===== config.mk =====
export PLATFORM = sky130hd
export DESIGN_NAME = ddr2_odt_ctrl
export DESIGN_NICKNAME = d
export VERILOG_FILES = /design/src/rtl/ddr2_odt_ctrl.sv
export SDC_FILE = /design/constraint.sdc
export NUM_CORES = 1
export LEC_CHECK = 0
export ABC_CLOCK_PERIOD_IN_PS = 2900
export CELL_PAD_IN_SITES_DETAIL_PLACEMENT = 0
export CELL_PAD_IN_SITES_GLOBAL_PLACEMENT = 1
export CORE_ASPECT_RATIO = 1.1
export CORE_UTILIZATION = 23
export CTS_BUF_LIST = sky130_fd_sc_hd__clkbuf_8
export DETAILED_ROUTE_END_ITERATION = 10
export MAX_ROUTING_LAYER = met4
export PLACE_DENSITY = 0.84
export SLEW_MARGIN = 10
export SYNTH_ARGS = -nofsm -noshare
export SYNTH_HDL_FRONTEND = slang
export SYNTH_SLANG_ARGS = --single-unit

===== constraint.sdc =====
create_clock -name clk -period 2.9 [get_ports clk]
set_input_delay 0.29 -clock clk [delete_from_list [all_inputs] [get_ports clk]]
set_output_delay 0.29 -clock clk [all_outputs]
set_load 0.05 [all_outputs]

===== src/rtl/ddr2_odt_ctrl.sv =====
// DDR2 on-die-termination controller: drives ODT around write bursts and holds off READs while ODT may be on.
// Build with DDR2_ODT_CNT_EN defined to get the saturating wr_cnt / stall_cnt statistics counters.
module ddr2_odt_ctrl #(
    parameter int WL        = 3,
    parameter int BURST_LEN = 4,
    parameter int AOND      = 2,
    parameter int TAIL      = 1
) (
    input  logic        clk,
    input  logic        reset,
    input  logic        cke,
    input  logic        odt_en,
    input  logic        cmd_valid,
    input  logic        cmd_is_write,
    input  logic        cmd_is_read,
    output logic        cmd_ready,
    output logic        odt_out,
    output logic        rd_stall,
    output logic        cmd_err,
    output logic [15:0] wr_cnt,
    output logic [15:0] stall_cnt
);

    localparam int ON_DLY  = WL - AOND;
    localparam int OFF_DLY = WL + BURST_LEN / 2 + TAIL;

    function automatic logic [OFF_DLY:0] range_mask(input int lo, input int hi);
        logic [OFF_DLY:0] m;
        for (int j = 0; j <= OFF_DLY; j++) begin
            m[j] = (j >= lo) && (j <= hi);
        end
        return m;
    endfunction

    // Extended history: bit 0 is this cycle's accept, bit j a WRITE accepted j cycles ago.
    // The registered ODT for the next cycle covers writes ON_DLY..OFF_DLY-1 cycles before it.
    localparam logic [OFF_DLY:0] ODT_MASK = range_mask(ON_DLY - 1, OFF_DLY - 2);
    localparam logic [OFF_DLY:0] RD_MASK  = range_mask(0, OFF_DLY - 2);

    logic [OFF_DLY-1:0] r_wr_hist;
    logic               r_odt;
    logic               r_cmd_err;
    logic               w_legal;
    logic               w_illegal;
    logic               w_rd_block;
    logic               w_wr_acc;
    logic [OFF_DLY:0]   w_hist_ext;
    logic               w_odt_hit;

    // Handshake: a command is taken at a rising edge where cmd_valid & cmd_ready; cmd_ready
    // never depends on itself and is held low during reset, while cke is low, or for illegal requests.
    assign w_legal    = cmd_valid & (cmd_is_write ^ cmd_is_read);
    assign w_illegal  = cmd_valid & ~(cmd_is_write ^ cmd_is_read);
    assign w_rd_block = odt_en & (|(r_wr_hist & RD_MASK[OFF_DLY-1:0]));
    assign cmd_ready  = ~reset & cke & w_legal & (cmd_is_write | ~w_rd_block);
    assign rd_stall   = cmd_valid & cmd_is_read & ~cmd_ready & cke;
    assign w_wr_acc   = cmd_ready & cmd_is_write;
    assign w_hist_ext = {r_wr_hist, w_wr_acc};
    assign w_odt_hit  = |(w_hist_ext & ODT_MASK);

    always_ff @(posedge clk) begin
        if (reset) begin
            r_wr_hist <= '0;
            r_odt     <= 1'b0;
            r_cmd_err <= 1'b0;
        end else begin
            r_cmd_err <= w_illegal;
            if (!cke) begin
                r_wr_hist <= '0;
                r_odt     <= 1'b0;
            end else begin
                r_wr_hist <= {r_wr_hist[OFF_DLY-2:0], w_wr_acc};
                r_odt     <= odt_en & w_odt_hit;
            end
        end
    end

    assign odt_out = r_odt;
    assign cmd_err = r_cmd_err;

`ifdef DDR2_ODT_CNT_EN
    logic [15:0] r_wr_cnt;
    logic [15:0] r_stall_cnt;

    always_ff @(posedge clk) begin
        if (reset) begin
            r_wr_cnt    <= '0;
            r_stall_cnt <= '0;
        end else begin
            if (w_wr_acc && (r_wr_cnt != 16'hFFFF)) begin
                r_wr_cnt <= r_wr_cnt + 16'd1;
            end
            if (rd_stall && (r_stall_cnt != 16'hFFFF)) begin
                r_stall_cnt <= r_stall_cnt + 16'd1;
            end
        end
    end

    assign wr_cnt    = r_wr_cnt;
    assign stall_cnt = r_stall_cnt;
`else
    assign wr_cnt    = 16'd0;
    assign stall_cnt = 16'd0;
`endif

endmodule

Yosys cells after proc, flatten, opt, wreduce, memory -nomap -nowiden
Cells that the tools add are included.
{"block": "op_classes", "mul": 0, "magnitude_cmp": 0, "n_eq_ne": 0, "n_addsub": 0, "bitwise": 18, "n_reduce_logical": 3, "n_shift": 0, "muxes": 0, "div_mod_pow": 0}
{"cell": "bitwise AND 1 bit", "n": 11}
{"cell": "OR reduction 5 bit", "n": 2}
{"cell": "NOT 1 bit", "n": 5}
{"cell": "OR reduction 2 bit", "n": 1}
{"cell": "bitwise OR 1 bit", "n": 1}
{"cell": "XOR 1 bit", "n": 1}
{"block": "totals", "reg_bits": 7, "mem_count": 0, "latch_bits": 0, "ram_bits": 0, "out_inout_bits": 36, "romBits": 0, "input_bits": 7}

Depth between registers and ports, before layout
{"block": "depth", "ltp_word": 8, "mapped_depth": 3}

Worst setup path before layout
OpenSTA, ideal clock, no wires.
{"block": "synth_path", "path_type": "input -> output", "startpoint": "input cke", "endpoint": "output rd_stall", "required_ns": 2.610, "stages": 3, "arrival_time_ns": 1.434, "setup_slack_ns": 1.176, "cell_sequence": "nor2b_1 and2_1 a31oi_1"}
{"block": "synth_via", "elab_chain_len": 6}
{"element": "start: declaration", "line": "11", "text": "input logic cke,"}
{"element": "bitwise AND 1 bit (3 in a row)", "line": "55", "text": "assign cmd_ready = ~reset & cke & w_legal & (cmd_is_write | ~w_rd_block);"}
{"element": "NOT 1 bit", "line": "56", "text": "assign rd_stall = cmd_valid & cmd_is_read & ~cmd_ready & cke;"}
{"element": "bitwise AND 1 bit", "line": "56"}
{"element": "bitwise AND 1 bit *", "line": "56"}
{"element": "end: declaration", "line": "18", "text": "output logic rd_stall,"}
Mark *: on every way between the ends. The rest lies on a longest branch, timed or not.

Final worst setup path
{"block": "layout_path", "startpoint": "input cke", "endpoint": "output cmd_ready"}
{"block": "layout_via", "elab_chain_len": 3}
{"element": "bitwise AND 1 bit (3 in a row)", "line": "55"}
{"element": "end: declaration", "line": "16", "text": "output logic cmd_ready,"}
No other way between the ends.

==> results.sh <==
export IMPL_worst_clock_skew_ns=0.0008338
export IMPL_area_delta_synth_final_pct=11.33
export IMPL_crit_slowest_cell="clkdlybuf4s50_1"
export IMPL_drt_vias_per_instance=3.040
export IMPL_leakagePower_uw=0.0002749
export IMPL_cp_top_family="buffers and inverters"
export IMPL_cp_common_cell="clkdlybuf4s50_1"
export IMPL_first_pass_iters=3
export IMPL_wl_um=643
export IMPL_grt_pass1_vias=215
export IMPL_layout_min_cycle_time_ns=2.501
export IMPL_htree_levels=1
export IMPL_fin_ws_ns=0.3995
export IMPL_drive_above_1_share_pct=9.722
export IMPL_cts_sinks=7
export IMPL_antenna_found_initial=0
export IMPL_place_congestion=0.6492
export IMPL_grt_busiest_layer="met2"
export IMPL_finalHoldViolations=0
export IMPL_max_slew_margin_rel_pct=66.63
export IMPL_drt_iter0_drc=2
export IMPL_nets=80
export IMPL_post_dp_cell_area_sq_um=519.2
export IMPL_placementRows=17
export IMPL_hold_path_class="reg2reg"
export IMPL_fin_setup_tns_ns=0
export IMPL_grt_total_usage_pct=6.115
export IMPL_p_per_area_mw_per_mm2=621.8
export IMPL_io_pins=43
export IMPL_ant_nets=0
export IMPL_path_max_fanout=7
export IMPL_vias=304
export IMPL_ys_warn_count=0
export IMPL_grt_overflow_total=0
export IMPL_crit_chain="clkdlybuf4s50_1, nor2b_1, and2_1, and3_1, clkdlybuf4s50_1"
export IMPL_clkLatencyLatePin_ns=0.22
export IMPL_peakVddDrop_mv=0.1891
export IMPL_dp_slack_ns=0.3829
export IMPL_ys_ff_latch=7
export IMPL_cts_tree="done"
export IMPL_critPathMaxStageDelay_ns=0.80
export IMPL_arrival_ns=2.21
export IMPL_syn_area_sq_um=508.0
export IMPL_worstMarginPinSlew_ns=0.4990
export IMPL_diodes=0
export IMPL_cts_resized_gates=0
export IMPL_core_sq_mm=0.002042
export IMPL_design_power_total_uw=351.7
export IMPL_synth_area_per_cell_sq_um=8.610
export IMPL_critPathRequiredTime_ns=2.61
export IMPL_stdcell_area_sq_um=565.5
export IMPL_start_util_pct=24.88
export IMPL_met3_usage_pct=5.300
export IMPL_max_freq_ghz=0.3999
export IMPL_status="completed"
export IMPL_post_drt_wl_per_cell_um=6.430
export IMPL_fp_dieW_um=46.81
export IMPL_crit_buf_inv=2
export IMPL_synth_distinct_cells=16
export IMPL_place_inst=96
export IMPL_io_buffer_count=10
export IMPL_period_share_pct=86.23
export IMPL_netlist_instances=59
export IMPL_grt_pass1_wl_um=862
export IMPL_die_height_um=51.29
export IMPL_grt_max_degree=8
export IMPL_dieArea_sq_mm=0.002401
export IMPL_cts_hold_buf=0
export IMPL_clk_pin_slew_ns=0.04
export IMPL_critical_path_class="in2out"
export IMPL_met2_usage_pct=8.102
export IMPL_drv_cap=0
export IMPL_fillerInstances=234
export IMPL_yosysSeqAreaShare_pct=27.59
export IMPL_cts_root_buf="clkbuf_8"
export IMPL_gr_usage_met1_pct=4.946
export IMPL_layout_cells_non_filler=100
export IMPL_drv_slew=0
export IMPL_post_cts_setup_buffers=0
export IMPL_worstSetupEndpointType="output port"
export IMPL_route_detailed_drc=0
export IMPL_clock_path_buffers=2
export IMPL_final_setup_viol_count=0
export IMPL_startpoint_type="input port"
export IMPL_rsz0062_at_grt="false"
export IMPL_numCtsBuffers=3
-- power breakdown --
group          internal [uW]  switching [uW]  leakage, uW
sequential              98.0           0.340    0.0000566
clock                   92.9            41.5    0.0000255
combinational           14.3             105     0.000193
total                    205             146     0.000275
-- state kept, by name, summed over array words and instances (netlist names) --
name	count
odt_out	1
cmd_err	1
r_wr_hist	5
-- stage by stage --
| step | utilization, % | hold WS [ns] |
|---|---|---|
| global route | 27.70 | 0.4690 |
| CTS | 27.70 | 0.4641 |
| detailed placement | 25.43 | 0.4523 |
| finish | 27.70 | 0.4584 |
| global placement | 25.43 | 0.4435 |
| floorplan | - | 0.3658 |
-- layout by cell type, fill, tap and decap left out, drive strengths merged --
master,n
nor2b,3
conb,32
or4,1
clkdlybuf4s50,10
nand3,1
clkbuf,3
and3,2
a21oi,1
nor2,1
nand2,1
clkinv,1
xor2,1
a31oi,1
o21ai,1
dfxtp,7
and2,5
nor3b,1
-- cell families (layout without fill, tap and decap cells) --
group	Yosys count	in the layout	synth area share, %
buffers and inverters	32	14	47.29
AND/OR/NAND/NOR	15	15	18.72
flip-flops	7	7	27.59
AO/OA/AOI/OAI	3	3	3.941
other	1	32	0.7382
XOR/XNOR	1	1	1.724
-- synth_stat cells --
master,count,area (sq um)
and2_2,1,7.510
nand3_1,1,5.000
xor2_1,1,8.760
o21ai_2,1,8.760
nor2_1,1,3.750
a21oi_1,1,5.000
nor3b_1,1,7.510
dfxtp_1,7,140.1
and3_1,2,12.51
and2_1,4,25.02
conb_1,1,3.750
nor2b_1,3,18.77
a31oi_1,1,6.260
nand2_1,1,3.750
buf_4,32,240.2
or4_4,1,11.26
-- routing by layer --
metal / share of wire (%) / wire length, um
met1: 38 / 247
met2: 44 / 281
met3: 15 / 98
met4: 2.5 / 16
met5: 0 / 0
-- path summary, 6_finish.rpt --
path              cells past startpoint  slack (ns)                       to                    start
setup / recovery                      5        0.40                cmd_ready                      cke
hold / removal                        1        0.46  r_wr_hist[4]$_SDFF_PP0_  r_wr_hist[3]$_SDFF_PP0_
setup reg to reg                      3        1.78       odt_out$_SDFF_PP0_  r_wr_hist[1]$_SDFF_PP0_
hold reg to reg                       1        0.46  r_wr_hist[4]$_SDFF_PP0_  r_wr_hist[3]$_SDFF_PP0_
-- cell type report --
| type | count | area [sq um] | share of cell area (%) |
|---|---|---|---|
| clock buffer | 3 | 41.29 | 7.301 |
| clock inverter | 1 | 5.005 | 0.8850 |
| multi-input combinational | 51 | 244.0 | 43.14 |
| sequential | 7 | 140.1 | 24.78 |
| tap | 28 | 35.03 | 6.195 |
| timing repair buffer | 10 | 100.1 | 17.70 |
Note: power is estimated with default switching activity, not from simulation.
